<file path="src/rtl/debugger_response_tx_pkg.sv">
// Shared debug-unit definitions: FSM encodings, response size codes, clock-strobe
// command codes and byte-ordering helpers used by the response serialiser.
package debugger_response_tx_pkg;

  localparam logic [2:0] ST_IDLE_ENC = 3'd0;
  localparam logic [2:0] ST_SEND_ENC = 3'd1;
  localparam logic [2:0] ST_WAIT_ENC = 3'd2;
  localparam logic [2:0] ST_FIN_ENC  = 3'd3;
  localparam logic [2:0] ST_ERR_ENC  = 3'd4;

  typedef enum logic [2:0] {
    ST_IDLE = ST_IDLE_ENC,
    ST_SEND = ST_SEND_ENC,
    ST_WAIT = ST_WAIT_ENC,
    ST_FIN  = ST_FIN_ENC,
    ST_ERR  = ST_ERR_ENC
  } tx_state_e;

  localparam logic [1:0] SZ_1B = 2'b00;
  localparam logic [1:0] SZ_2B = 2'b01;
  localparam logic [1:0] SZ_3B = 2'b10;
  localparam logic [1:0] SZ_4B = 2'b11;

  localparam logic [5:0] CMD_CLK_STROBE_0 = 6'b111000;
  localparam logic [5:0] CMD_CLK_STROBE_1 = 6'b111111;

  // MSB-first words are pre-shifted so the most-significant valid byte sits in [31:24].
  function automatic logic [31:0] align_result(input logic [31:0] w, input logic [1:0] sz,
                                               input bit lsb_first);
    logic [4:0] sh;
    sh = {2'd3 - sz, 3'b000};
    return lsb_first ? w : (w << sh);
  endfunction

  function automatic logic [7:0] head_byte(input logic [31:0] w, input bit lsb_first);
    return lsb_first ? w[7:0] : w[31:24];
  endfunction

endpackage

</file>
<file path="src/rtl/debugger_response_tx_watchdog.sv">
// Per-byte timeout counter for the response serialiser; a limit of 0 disables it.
module debug_tx_watchdog
  import debugger_response_tx_pkg::*;
#(
  parameter int unsigned TIMEOUT_CYCLES = 1000000
) (
  input  logic clk,
  input  logic reset,
  input  logic clear,
  input  logic enable,
  output logic expired
);

  localparam int unsigned CW = (TIMEOUT_CYCLES > 1) ? $clog2(TIMEOUT_CYCLES) : 1;
  localparam logic [CW-1:0] LIMIT = CW'(TIMEOUT_CYCLES - 1);
  localparam bit ACTIVE = (TIMEOUT_CYCLES != 0);

  logic [CW-1:0] cnt_q;

  always_ff @(posedge clk or negedge reset) begin
    if (!reset) begin
      cnt_q <= '0;
    end else if (clear) begin
      cnt_q <= '0;
    end else if (ACTIVE && enable && !expired) begin
      cnt_q <= cnt_q + CW'(1);
    end
  end

  assign expired = ACTIVE && enable && (cnt_q == LIMIT);

endmodule

</file>
<file path="src/rtl/debugger_response_tx.sv">
// Serialises a 32-bit decoder result into 1..4 bytes for the UART byte transmitter,
// with one tx_start per byte and a per-byte tx_done timeout.
module debugger_response_tx
  import debugger_response_tx_pkg::*;
#(
  parameter int unsigned TIMEOUT_CYCLES = 1000000,
  parameter bit          LSB_FIRST      = 1'b1
) (
  input  logic        clk,
  input  logic        reset,
  input  logic        start,
  input  logic [31:0] result,
  input  logic [1:0]  size,
  output logic [7:0]  tx_data,
  output logic        tx_start,
  input  logic        tx_done,
  output logic        busy,
  output logic        done,
  output logic        abort
);

  tx_state_e   state_q;
  logic [31:0] shreg_q;
  logic [1:0]  bytes_left_q;
  logic [7:0]  tx_data_q;
  logic        tx_start_q;
  logic        busy_q;
  logic        done_q;
  logic        abort_q;

  logic [31:0] aligned_d;
  logic [31:0] shifted_d;
  logic        wd_clear;
  logic        wd_enable;
  logic        wd_expired;

  assign aligned_d = align_result(result, size, LSB_FIRST);
  assign shifted_d = LSB_FIRST ? (shreg_q >> 8) : (shreg_q << 8);

  // A tx_done in the same cycle as expiry keeps the watchdog disabled, so the byte completes.
  assign wd_clear  = (state_q == ST_SEND);
  assign wd_enable = (state_q == ST_WAIT) && !tx_done;

  debug_tx_watchdog #(
    .TIMEOUT_CYCLES(TIMEOUT_CYCLES)
  ) u_watchdog (
    .clk    (clk),
    .reset  (reset),
    .clear  (wd_clear),
    .enable (wd_enable),
    .expired(wd_expired)
  );

  always_ff @(posedge clk or negedge reset) begin
    if (!reset) begin
      state_q      <= ST_IDLE;
      shreg_q      <= '0;
      bytes_left_q <= '0;
      tx_data_q    <= '0;
      tx_start_q   <= 1'b0;
      busy_q       <= 1'b0;
      done_q       <= 1'b0;
      abort_q      <= 1'b0;
    end else begin
      tx_start_q <= 1'b0;
      done_q     <= 1'b0;
      abort_q    <= 1'b0;
      case (state_q)
        ST_IDLE: begin
          if (start) begin
            shreg_q      <= aligned_d;
            bytes_left_q <= size;
            tx_data_q    <= head_byte(aligned_d, LSB_FIRST);
            tx_start_q   <= 1'b1;
            busy_q       <= 1'b1;
            state_q      <= ST_SEND;
          end
        end
        ST_SEND: begin
          state_q <= ST_WAIT;
        end
        ST_WAIT: begin
          if (tx_done) begin
            if (bytes_left_q == 2'd0) begin
              done_q  <= 1'b1;
              state_q <= ST_FIN;
            end else begin
              shreg_q      <= shifted_d;
              bytes_left_q <= bytes_left_q - 2'd1;
              tx_data_q    <= head_byte(shifted_d, LSB_FIRST);
              tx_start_q   <= 1'b1;
              state_q      <= ST_SEND;
            end
          end else if (wd_expired) begin
            abort_q <= 1'b1;
            state_q <= ST_ERR;
          end
        end
        ST_FIN, ST_ERR: begin
          busy_q  <= 1'b0;
          state_q <= ST_IDLE;
        end
        default: begin
          busy_q  <= 1'b0;
          state_q <= ST_IDLE;
        end
      endcase
    end
  end

  assign tx_data  = tx_data_q;
  assign tx_start = tx_start_q;
  assign busy     = busy_q;
  assign done     = done_q;
  assign abort    = abort_q;

endmodule
</file>
<file path="config.mk">
export PLATFORM = sky130hd
export DESIGN_NAME = debugger_response_tx
export DESIGN_NICKNAME = d
export VERILOG_FILES = /design/src/rtl/debugger_response_tx_pkg.sv /design/src/rtl/debugger_response_tx_watchdog.sv /design/src/rtl/debugger_response_tx.sv
export SDC_FILE = /design/constraint.sdc
export NUM_CORES = 1
export LEC_CHECK = 0
export ABC_CLOCK_PERIOD_IN_PS = 2100
export BUFFER_PORTS_ARGS = -buffer_cell sky130_fd_sc_hd__buf_2
export CORE_ASPECT_RATIO = 0.9
export CORE_MARGIN = 5
export CORE_UTILIZATION = 56
export DETAILED_ROUTE_END_ITERATION = 10
export PLACE_DENSITY_LB_ADDON = 0.08
export SLEW_MARGIN = 30
export SYNTH_ARGS = -nofsm -noshare
export SYNTH_HDL_FRONTEND = slang
export SYNTH_SLANG_ARGS = --single-unit
</file>
<file path="constraint.sdc">
create_clock -name clk -period 2.1 [get_ports clk]
set_input_delay 0.105 -clock clk [delete_from_list [all_inputs] [get_ports clk]]
set_output_delay 0.105 -clock clk [all_outputs]
set_load 0.05 [all_outputs]
</file>
==> flow_summary_export.csv, run 1 <==
group,metric,value,unit
timing,min_period,2034,ps
timing,rsz0062_at_grt,"no",
routing,drc,0,
final_layout,antenna_cells,0,
timing,setup_tns,0,ps
setup_path,worstPathMaxFanout,11,
routing,drtIter0Drc,135,
timing,worst_pin_slew,657.1,ps
power_and_ir_drop,intPower,2648,uW
logic_synthesis,ys_types,41,
power_and_ir_drop,power.total,4305,uW
setup_path,worstPathRequired,2360,ps
outcome,status,"complete, no violations",
setup_path,r2r_cells,5,
timing,period_share,0.9688,
die,initial_utilization,0.5790,
logic_synthesis,synth.area.top_cells,"dfrtp_1 (50%), mux2i_1 (12%), o21ai_0 (5.9%)",
clock_tree,ctsHtreeMaxLevel,3,
routing,ant_nets,0,
routing,wirelength,6.511,mm
run,max-cap-violations,0,
die,die_h,79.93,um
logic_synthesis,syn-num-nets,337,
final_layout,layout_commonest_cell,"dfrtp_1",
power_and_ir_drop,p_clk_frac,0.207,
clock_tree,cts_made_buffers,9,
clock_tree,clockBufferDepth,2,
setup_path,end_kind,"register",
routing,viasPerCell,5.570,
timing,skew,4.015,ps
logic_synthesis,syn_area,3043,um^2
setup_path,path_class,"register to register",
power_and_ir_drop,p_per_area,1173,nW/um^2
die,ios,50,
power_and_ir_drop,seq_power_share,0.407,
logic_synthesis,yosysTopAreaCellShare,0.5016,
routing,dr_total_vias,2373,
final_layout,mostFrequentLayoutCells,"dfrtp_1 (60), buf_2 (49), nand2_1 (42), mux2i_1 (37), o21ai_0 (33)",
logic_synthesis,yosysSeqAreaShare,0.5016,
clock_tree,cts_tree,"built",
global_route,grt_first_pass_wirelength,10.88,mm
final_layout,final_core_util,0.6981,
power_and_ir_drop,p_sw_frac,0.3850,
global_route,overflow,0,
die,rows,25,
routing,routedWlPerCell,15.28,um
place,port_buffers,49,
logic_synthesis,synth_warnings,0,
final_layout,nNetsFinal,396,
timing,maxSlewViolCount,0,
die,die_w,87.70,um
power_and_ir_drop,p_leak,0.001754,uW
final_layout,final.fill_count,404,
timing,setup_viol_count_final,0,
timing,slew_headroom,0.5620,
hold_path,holdPathStages,2,
die,die_area,7010,um^2
place,place.gp.congestion,0.8143,
global_route,grt_pass1_vias,2258,
global_route,grt_max_degree,46,
routing,drtPass1Iterations,4,
hold_path,hold_class,"input port to register",
final_layout,drive_above_1_share,0.2646,
clock_tree,clock-sinks,61,
logic_synthesis,synth_top_cell_by_area,"dfrtp_1",
place,dp_hpwl,4.535,mm
power_and_ir_drop,irDropWorstVdd,0.9749,mV
die,coreArea,5255,um^2
timing,max_clock_freq,0.4915,GHz
logic_synthesis,ys_seq_elements,61,
logic_synthesis,syn_area_per_cell,10.25,um^2
clock_tree,clk_latency,330,ps
global_route,track_usage,0.2008,
global_route,grt_antenna_before_repair,0,
power_and_ir_drop,combPwrFrac,0.386,
power_and_ir_drop,p_switching,1657,uW
setup_path,critPathLaunchType,"register",
clock_tree,clkTransAtPathRegs,60,ps
final_layout,area_delta_synth_final,20.56,%
timing,hold_violations,0,
clock_tree,cts-root-buf,"clkbuf_8",
setup_path,crit_arrival,2290,ps
logic_synthesis,syn_inst,297,
[kinds of logic (layout without fill, tap and decap cells)]
kind of cell | Yosys count | count (layout) | share of synthesized area
DFF | 61 | 61 | 0.5016
muxes | 37 | 37 | 0.1217
adders and majority gates | 2 | 2 | 0.008222
buffers and inverters | 36 | 98 | 0.06209
and+or+nand+nor | 94 | 94 | 0.1706
AOI/OAI and AO/OA | 67 | 67 | 0.1357
[worst paths after layout]
path / start / endpoint / slack (ps)
max in group asynchronous: reset / u_watchdog.cnt_q[19] / 1150
min: result[31] / shreg_q[31] / 20
min in group asynchronous: reset / u_watchdog.cnt_q[1] / 330
max reg2reg: u_watchdog.cnt_q[6] / u_watchdog.cnt_q[9] / 70
min reg2reg: shreg_q[4] / shreg_q[4] / 480
max: u_watchdog.cnt_q[6] / u_watchdog.cnt_q[9] / 70
[layout make-up]
class / count / area (um^2) / area share
clock buffer: 12 / 155.1 / 0.04229
clock inverter: 2 / 10.01 / 0.002729
inverter: 9 / 33.78 / 0.009209
multi-input combinational: 200 / 1358 / 0.3701
sequential: 61 / 1528 / 0.4164
tap: 67 / 83.83 / 0.02285
timing repair buffer: 75 / 500.5 / 0.1364
[per-layer routing]
metal	share of wire	GRT usage	up-vias	routed length [um]
li1	-	-	1175	-
met1	0.50	0.2993	1130	3247
met2	0.43	0.2771	66	2809
met3	0.066	0.07534	2	430
met4	0.0037	0.04141	0	24
met5	0	0	-	0
[through the flow]
step                hold WS [ps]  setup WS (ps)  std cells  instance area [um^2]
floorplan                 -190.6          118.9        297                  3043
global placement           169.5          84.61        400                  3354
detailed placement         171.7          61.00        400                  3354
CTS                        6.774          47.29        422                  3600
global route               13.55          12.08        426                  3669
finish                     18.66          65.51        426                  3669
[timing repair]
action / 4_1_cts / 5_1_grt
endpoints found under the hold margin: 34 / 0
resized for setup: 0 / 8
setup endpoints to repair: 0 / 13
setup buffers: 0 / 3
hold buffers: 8 / 0
[synthesized netlist by cell type, drive strengths merged]
library cell,n
o31ai,4
clkbuf,12
nand3,5
mux2i,37
or3,4
a2bb2oi,1
nor2b,1
ha,2
nand4b,1
and4,3
a41oi,1
nand4,4
dfrtp,61
nor3b,2
o21ai,36
nand2,42
buf,15
or2,4
or4,6
a21oi,9
nand3b,1
nor4,1
nor3,2
a22o,8
nor2,6
a31oi,1
inv,9
and2,3
o211ai,3
o21bai,1
and3,5
o2111ai,3
nor4b,2
or4b,2
[sequential cells by signal, summed over array words and instances (netlist names)]
name / flops
abort: 1
busy: 1
bytes_left_q: 2
done: 1
shreg_q: 32
state_q: 3
tx_start: 1
u_watchdog.cnt_q: 20
[worst max-delay path, stage by stage (launching register included)]
cell	delay [ps]
dfrtp_1	420
or4b_1	470
or4_4	430
buf_6	160
o211ai_1	260
mux2i_1	220
[power by group through the flow]
stage | clock network (uW) | registers, uW | logic [uW]
6_report | 891 | 1750 | 1660
5_1_grt | 968 | 1810 | 1820
4_1_cts | 915 | 1750 | 1620
3_5_place_dp | 0 | 1770 | 1600
3_3_place_gp | 0 | 1760 | 1560
2_1_floorplan | 0 | 1770 | 1270
Note: power is estimated with default switching activity, not from simulation.
==> inputs of run 2 (changes only) <==
--- a/config.mk
+++ b/config.mk
@@ -5,11 +5,12 @@
 export SDC_FILE = /design/constraint.sdc
 export NUM_CORES = 1
 export LEC_CHECK = 0
+export ABC_AREA = 1
 export ABC_CLOCK_PERIOD_IN_PS = 2100
 export BUFFER_PORTS_ARGS = -buffer_cell sky130_fd_sc_hd__buf_2
 export CORE_ASPECT_RATIO = 0.9
 export CORE_MARGIN = 5
-export CORE_UTILIZATION = 56
+export CORE_UTILIZATION = 57
 export DETAILED_ROUTE_END_ITERATION = 10
 export PLACE_DENSITY_LB_ADDON = 0.08
 export SLEW_MARGIN = 30
==> flow_summary_export.csv, run 2 <==
group,metric,value,unit
setup_path,path_cells,"ha_1 > nand2_1 > nor2_2 > nand2_2 > clkinv_2 > nand3_4 > nand2_4 > nand2_2 > o21ai_0",
timing,period_share,0.8740,
setup_path,cp_common_cell,"nand2_2",
setup_path,crit_arrival,2080,ps
die,initial_utilization,0.5823,
routing,wirelength,7.108,mm
final_layout,final.fill_count,456,
power_and_ir_drop,irDropWorstVdd,1.061,mV
timing,slew_headroom,0.7531,
logic_synthesis,synth_top_cell_by_area,"dfrtp_1",
setup_path,end_kind,"register",
hold_path,worstHoldStart,"result[26]",
die,coreArea,5628,um^2
global_route,track_usage,0.2052,
setup_path,critPathTopFamily,"simple AND/OR/NAND/NOR gates",
final_layout,drive_above_1_share,0.1991,
clock_tree,cts_setup_buffers,0,
clock_tree,clkTransAtPathRegs,70,ps
global_route,grt_max_degree,62,
logic_synthesis,synth_edf_count,0,
setup_path,worstPathRequired,2350,ps
logic_synthesis,syn_inst,416,
timing,skew,10.28,ps
final_layout,nNetsFinal,502,
clock_tree,cts-root-buf,"clkbuf_8",
final_layout,area_delta_synth_final,16.95,%
final_layout,top_register,"shreg_q",
outcome,status,"complete, no violations",
clock_tree,cts_tree,"built",
final_layout,antenna_cells,0,
final_layout,layout_commonest_cell,"nand2_1",
logic_synthesis,synth_commonest_cells,"nand2_1 (98), dfrtp_1 (61), nor2_1 (55), nand3_1 (35)",
logic_synthesis,synth_ff_type,"dfrtp_1",
setup_path,path_buf_inv,1,
power_and_ir_drop,p_per_area,1303,nW/um^2
die,die_w,89.93,um
logic_synthesis,yosysSeqAreaShare,0.4658,
setup_path,r2r_cells,9,
clock_tree,ctsHtreeMaxLevel,3,
timing,max_clock_freq,0.5448,GHz
timing,hold_violations,0,
routing,drtIter0Drc,275,
setup_path,crit_path_max_incr_delay,400,ps
die,ios,50,
clock_tree,cts_made_buffers,9,
die,rows,26,
timing,worst_pin_slew,366.9,ps
routing,dr_total_vias,2759,
global_route,overflow,0,
global_route,grt_antenna_before_repair,0,
timing,maxSlewViolCount,0,
place,dp_hpwl,4.980,mm
setup_path,path_class,"register to register",
setup_path,critPathLaunchType,"register",
timing,rsz0062_at_grt,"no",
setup_path,r2r_start,"u_watchdog.cnt_q[1]",
timing,setup_tns,0,ps
timing,setup_viol_count_final,0,
clock_tree,post_cts_resized,0,
power_and_ir_drop,p_leak,0.001796,uW
logic_synthesis,async_flop_share,1.000,
final_layout,mostFrequentLayoutCells,"nand2_1 (98), dfrtp_1 (61), nor2_1 (55), buf_2 (49), nand3_1 (35)",
hold_path,holdPathStages,3,
final_layout,largest_reg_flops,32,
logic_synthesis,ys_seq_elements,61,
global_route,grt_first_pass_wirelength,12.00,mm
setup_path,worstPathMaxFanout,13,
routing,drtPass1Iterations,5,
final_layout,final_core_util,0.6810,
setup_path,crit_slowest_cell,"dfrtp_1",
logic_synthesis,syn-num-nets,456,
place,place.gp.congestion,0.9201,
clock_tree,clk_latency,340,ps
setup_path,cp_num_cells,9,
global_route,grt_pass1_vias,2504,
clock_tree,clock-sinks,61,
routing,viasPerCell,5.138,
setup_path,cp-startpoint,"u_watchdog.cnt_q[1]",
run,max-cap-violations,0,
routing,routedWlPerCell,13.24,um
logic_synthesis,syn_area,3277,um^2
logic_synthesis,synth.area.top_cells,"dfrtp_1 (47%), nand2_1 (11%), nor2_1 (6.3%)",
clock_tree,clockBufferDepth,2,
die,die_h,81.93,um
final_layout,top_regs,"shreg_q x32, u_watchdog.cnt_q x20, state_q x3",
logic_synthesis,yosysTopAreaCellShare,0.4658,
logic_synthesis,ys_types,36,
routing,ant_nets,0,
timing,min_period,1835,ps
logic_synthesis,syn_area_per_cell,7.877,um^2
logic_synthesis,synth_warnings,0,
routing,drc,0,
die,die_area,7368,um^2
logic_synthesis,yosys.cell_count.top_type,"nand2_1",
hold_path,hold_class,"input port to register",
place,port_buffers,49,
==> run 2: changes by cell type after synthesis, sizes merged, moves of 8 or more <==
cell,delta
mux2i,-37
inv,+27
nor2,+55
nand2,+60
xor2,+9
a22o,-8
nand3,+36
==> run 2: routing by layer <==
metal,vias to the layer above,track usage,part of all wire
met2,73,0.2880,0.43
met1,1243,0.3038,0.50
li1,1431,-,-
met3,12,0.05586,0.051
met5,-,0,0
met4,0,0.07292,0.016
==> run 2: worst reg2reg max path: cells and delay by family, from the launching register on <==
kind | cells | cell delay, ps
simple gates | 6 | 820
buf+inv | 1 | 70
fa+ha+maj | 1 | 240
flops | 1 | 400
compound gates | 1 | 220
==> run 2: final timing paths <==
kind / end / slack, ps
min in group asynchronous: u_watchdog.cnt_q[9] / 290
max in group asynchronous: u_watchdog.cnt_q[0] / 1540
max reg2reg: u_watchdog.cnt_q[8] / 260
min: shreg_q[26] / 10
max: u_watchdog.cnt_q[8] / 260
min reg2reg: shreg_q[9] / 520
==> run 2: kinds of logic (layout without fill, tap and decap cells) <==
| family | Yosys count | in the layout | synth area share |
|---|---|---|---|
| buf+inv | 63 | 114 | 0.09469 |
| flops | 61 | 61 | 0.4658 |
| simple gates | 216 | 216 | 0.2940 |
| compound gates | 64 | 64 | 0.1111 |
| xor+xnor | 10 | 10 | 0.02673 |
| fa+ha+maj | 2 | 2 | 0.007635 |
==> run 2: cell type report <==
type	instances	area [um^2]	area share
Multi-Input combinational cell	292	1448	0.3777
Inverter	37	140.1	0.03657
Tap cell	70	87.58	0.02285
Timing Repair Buffer	61	382.9	0.09990
Clock inverter	6	110.1	0.02873
Clock buffer	10	137.6	0.03591
Sequential cell	61	1526	0.3983
==> run 2: repair_timing <==
item | in CTS | in global routing
hold endpoints to repair | 64 | 0
hold buffers | 4 | 0
endpoints found under the setup margin | 0 | 0
==> run 2: power by group <==
group	leakage (uW)	switching (uW)	internal (uW)	total, uW
Clock	0.000119	470	818	1290
Combinational	0.000909	1390	606	1990
Sequential	0.000769	155	1560	1710
Total	0.00180	2010	2980	4990
==> run 2: through the flow <==
step / std cells / cell area, um^2 / total power [uW] / setup WS, ps / hold slack [ps]
final: 537 / 3832 / 4992 / 264.5 / 13.51
after CTS: 537 / 3832 / 5030 / 270.4 / 0.03625
after global placement: 517 / 3545 / 3659 / 392.5 / 137.8
after floorplan: 416 / 3277 / 3352 / 533.1 / -190.6
after global routing: 537 / 3832 / 5386 / 105.5 / 8.953
after detailed placement: 517 / 3545 / 3718 / 300.8 / 137.7
==> inputs of run 3 (changes only) <==
--- a/config.mk
+++ b/config.mk
@@ -7,13 +7,12 @@
 export LEC_CHECK = 0
 export ABC_AREA = 1
 export ABC_CLOCK_PERIOD_IN_PS = 2100
-export BUFFER_PORTS_ARGS = -buffer_cell sky130_fd_sc_hd__buf_2
 export CORE_ASPECT_RATIO = 0.9
 export CORE_MARGIN = 5
-export CORE_UTILIZATION = 57
+export CORE_UTILIZATION = 60
 export DETAILED_ROUTE_END_ITERATION = 10
+export DONT_BUFFER_PORTS = 1
 export PLACE_DENSITY_LB_ADDON = 0.08
-export SLEW_MARGIN = 30
 export SYNTH_ARGS = -nofsm -noshare
 export SYNTH_HDL_FRONTEND = slang
 export SYNTH_SLANG_ARGS = --single-unit
==> flow_summary_export.csv, run 3 (synthesized netlist as in run 2, its figures left out) <==
group,metric,value,unit
die,rows,25,
setup_path,critPathLaunchType,"register",
clock_tree,ctsHtreeMaxLevel,3,
final_layout,mostFrequentLayoutCells,"nand2_1 (98), dfrtp_1 (61), nor2_1 (55), nand3_1 (35)",
clock_tree,clk_latency,340,ps
routing,drtIter0Drc,194,
timing,setup_viol_count_final,0,
timing,hold_ws,26.10,ps
timing,period_share,0.8661,
power_and_ir_drop,p_leak,0.001709,uW
die,die_w,87.90,um
setup_path,path_class,"register to register",
global_route,track_usage,0.2343,
timing,max_clock_freq,0.5498,GHz
final_layout,nNetsFinal,480,
die,coreArea,5286,um^2
place,dp_hpwl,4.727,mm
final_layout,largest_reg_flops,32,
routing,drc,0,
die,die_h,80.11,um
place,placed_cells,464,
timing,slew_headroom,0.6748,
global_route,grt_pass1_vias,2637,
final_layout,layout_commonest_cell,"nand2_1",
timing,maxSlewViolCount,0,
routing,dr_total_vias,2731,
setup_path,worstPathMaxFanout,15,
power_and_ir_drop,p_per_area,1262,nW/um^2
place,pre_cts_ws,294.1,ps
setup_path,worstPathRequired,2320,ps
final_layout,top_regs,"shreg_q x32, u_watchdog.cnt_q x20, state_q x3",
final_layout,final_cells,512,
final_layout,final.fill_count,426,
clock_tree,clock-sinks,61,
timing,min_period,1819,ps
final_layout,final_core_util,0.7238,
timing,rsz0062_at_grt,"no",
die,ios,50,
setup_path,path_cells,"ha_1 > nand2_1 > nor2_2 > nand2_2 > clkinv_2 > nand3_4 > nand2_4 > nand2_2 > nand2_1 > o21ai_0",
clock_tree,clockBufferDepth,2,
setup_path,crit_path_max_incr_delay,390,ps
final_layout,antenna_cells,0,
timing,setup_tns,0,ps
final_layout,drive_above_1_share,0.09663,
routing,drtPass1Iterations,4,
setup_path,rrSetupSlack,280,ps
final_layout,multi_input_area,1448,um^2
clock_tree,clkTransAtPathRegs,70,ps
final_layout,area_delta_synth_final,16.76,%
place,place.gp.congestion,0.9180,
hold_path,worstHoldStart,"result[10]",
hold_path,holdPathStages,2,
routing,viasPerCell,5.334,
place,port_buffers,0,
timing,worst_pin_slew,487.8,ps
global_route,grt_max_degree,70,
setup_path,crit_slowest_cell,"dfrtp_1",
global_route,grt_first_pass_wirelength,12.62,mm
routing,wirelength,7.334,mm
final_layout,top_register,"shreg_q",
clock_tree,post_cts_resized,0,
setup_path,end_kind,"register",
hold_path,whs_endpoint,"shreg_q[10]",
clock_tree,cts_made_buffers,9,
routing,ant_nets,0,
outcome,status,"complete, no violations",
die,die_area,7042,um^2
clock_tree,cts_tree,"built",
timing,hold_violations,0,
global_route,overflow,0,
setup_path,r2r_cells,10,
clock_tree,cts-root-buf,"clkbuf_8",
timing,setup_ws,281.2,ps
setup_path,r2r_end,"u_watchdog.cnt_q[3]",
final_layout,regArea,1526,um^2
routing,routedWlPerCell,14.32,um
global_route,grt_antenna_before_repair,0,
setup_path,crit_arrival,2040,ps
die,initial_utilization,0.6199,
power_and_ir_drop,irDropWorstVdd,0.8553,mV
setup_path,r2r_start,"u_watchdog.cnt_q[1]",
run,max-cap-violations,0,
timing,skew,11.08,ps
hold_path,hold_class,"input port to register",
run 3: changes by cell type in the layout (fill, tap and decap cells not counted):
cell and change:
bufinv_16 -1, clkbuf_8 +1, buf_2 -49, dlygate4sd3_1 +27
clkinvlp_4 -2, buf_16 +1, buf_4 +1, clkinv_2 +1
buf_12 -2, clkbuf_1 +1
run 3: how the worst max path moves through the flow:
| stage | start | to | depth (start not counted) |
|---|---|---|---|
| after floorplan | u_watchdog.cnt_q[0] | u_watchdog.cnt_q[15] | 11 |
| after global routing | u_watchdog.cnt_q[1] | u_watchdog.cnt_q[3] | 10 |
| after CTS | u_watchdog.cnt_q[1] | u_watchdog.cnt_q[3] | 10 |
| after detailed placement | u_watchdog.cnt_q[1] | u_watchdog.cnt_q[3] | 10 |
| final | u_watchdog.cnt_q[1] | u_watchdog.cnt_q[3] | 10 |
| after global placement | u_watchdog.cnt_q[1] | u_watchdog.cnt_q[10] | 11 |
run 3: final cells by class:
| type | instances | share of cell area |
|---|---|---|
| Timing Repair Buffer | 39 | 0.1053 |
| Sequential cell | 61 | 0.3990 |
| Clock buffer | 12 | 0.04055 |
| Tap cell | 67 | 0.02191 |
| Clock inverter | 4 | 0.01831 |
| Multi-Input combinational cell | 292 | 0.3784 |
| Inverter | 37 | 0.03663 |
run 3: per-stage QoR:
stage          power [uW]  instance area (um^2)
3_5_place_dp         3567                  3263
2_1_floorplan        3352                  3277
3_3_place_gp         3495                  3263
4_1_cts              4846                  3826
6_report             4828                  3826
5_1_grt              5214                  3826
run 3: worst max-delay path, delay by kind of cell, from the launching register on:
family	cells	cell delay, ps
flip-flops	1	390
AO/OA/AOI/OAI	1	70
adder cells (fa/ha/maj)	1	230
buffers and inverters	1	70
AND/OR/NAND/NOR	7	940
run 3: timing repair:
action | 4_1_cts | 5_1_grt
buffers inserted | 0 | 0
hold buffers | 32 | 0
endpoints found under the hold margin | 94 | 0
run 3: per-layer routing:
| layer | routed length [um] | up-vias | global-route usage |
|---|---|---|---|
| met5 | 0 | - | 0 |
| met4 | 110 | 0 | 0.09049 |
| met3 | 535 | 10 | 0.06564 |
| met2 | 3203 | 82 | 0.3381 |
| met1 | 3485 | 1248 | 0.3331 |
| li1 | - | 1391 | - |
run 3: report_power, final:
group | internal, uW | total, uW | switching [uW]
Clock | 730 | 1180 | 451
Sequential | 1550 | 2080 | 530
Combinational | 528 | 1560 | 1040
Total | 2810 | 4830 | 2020
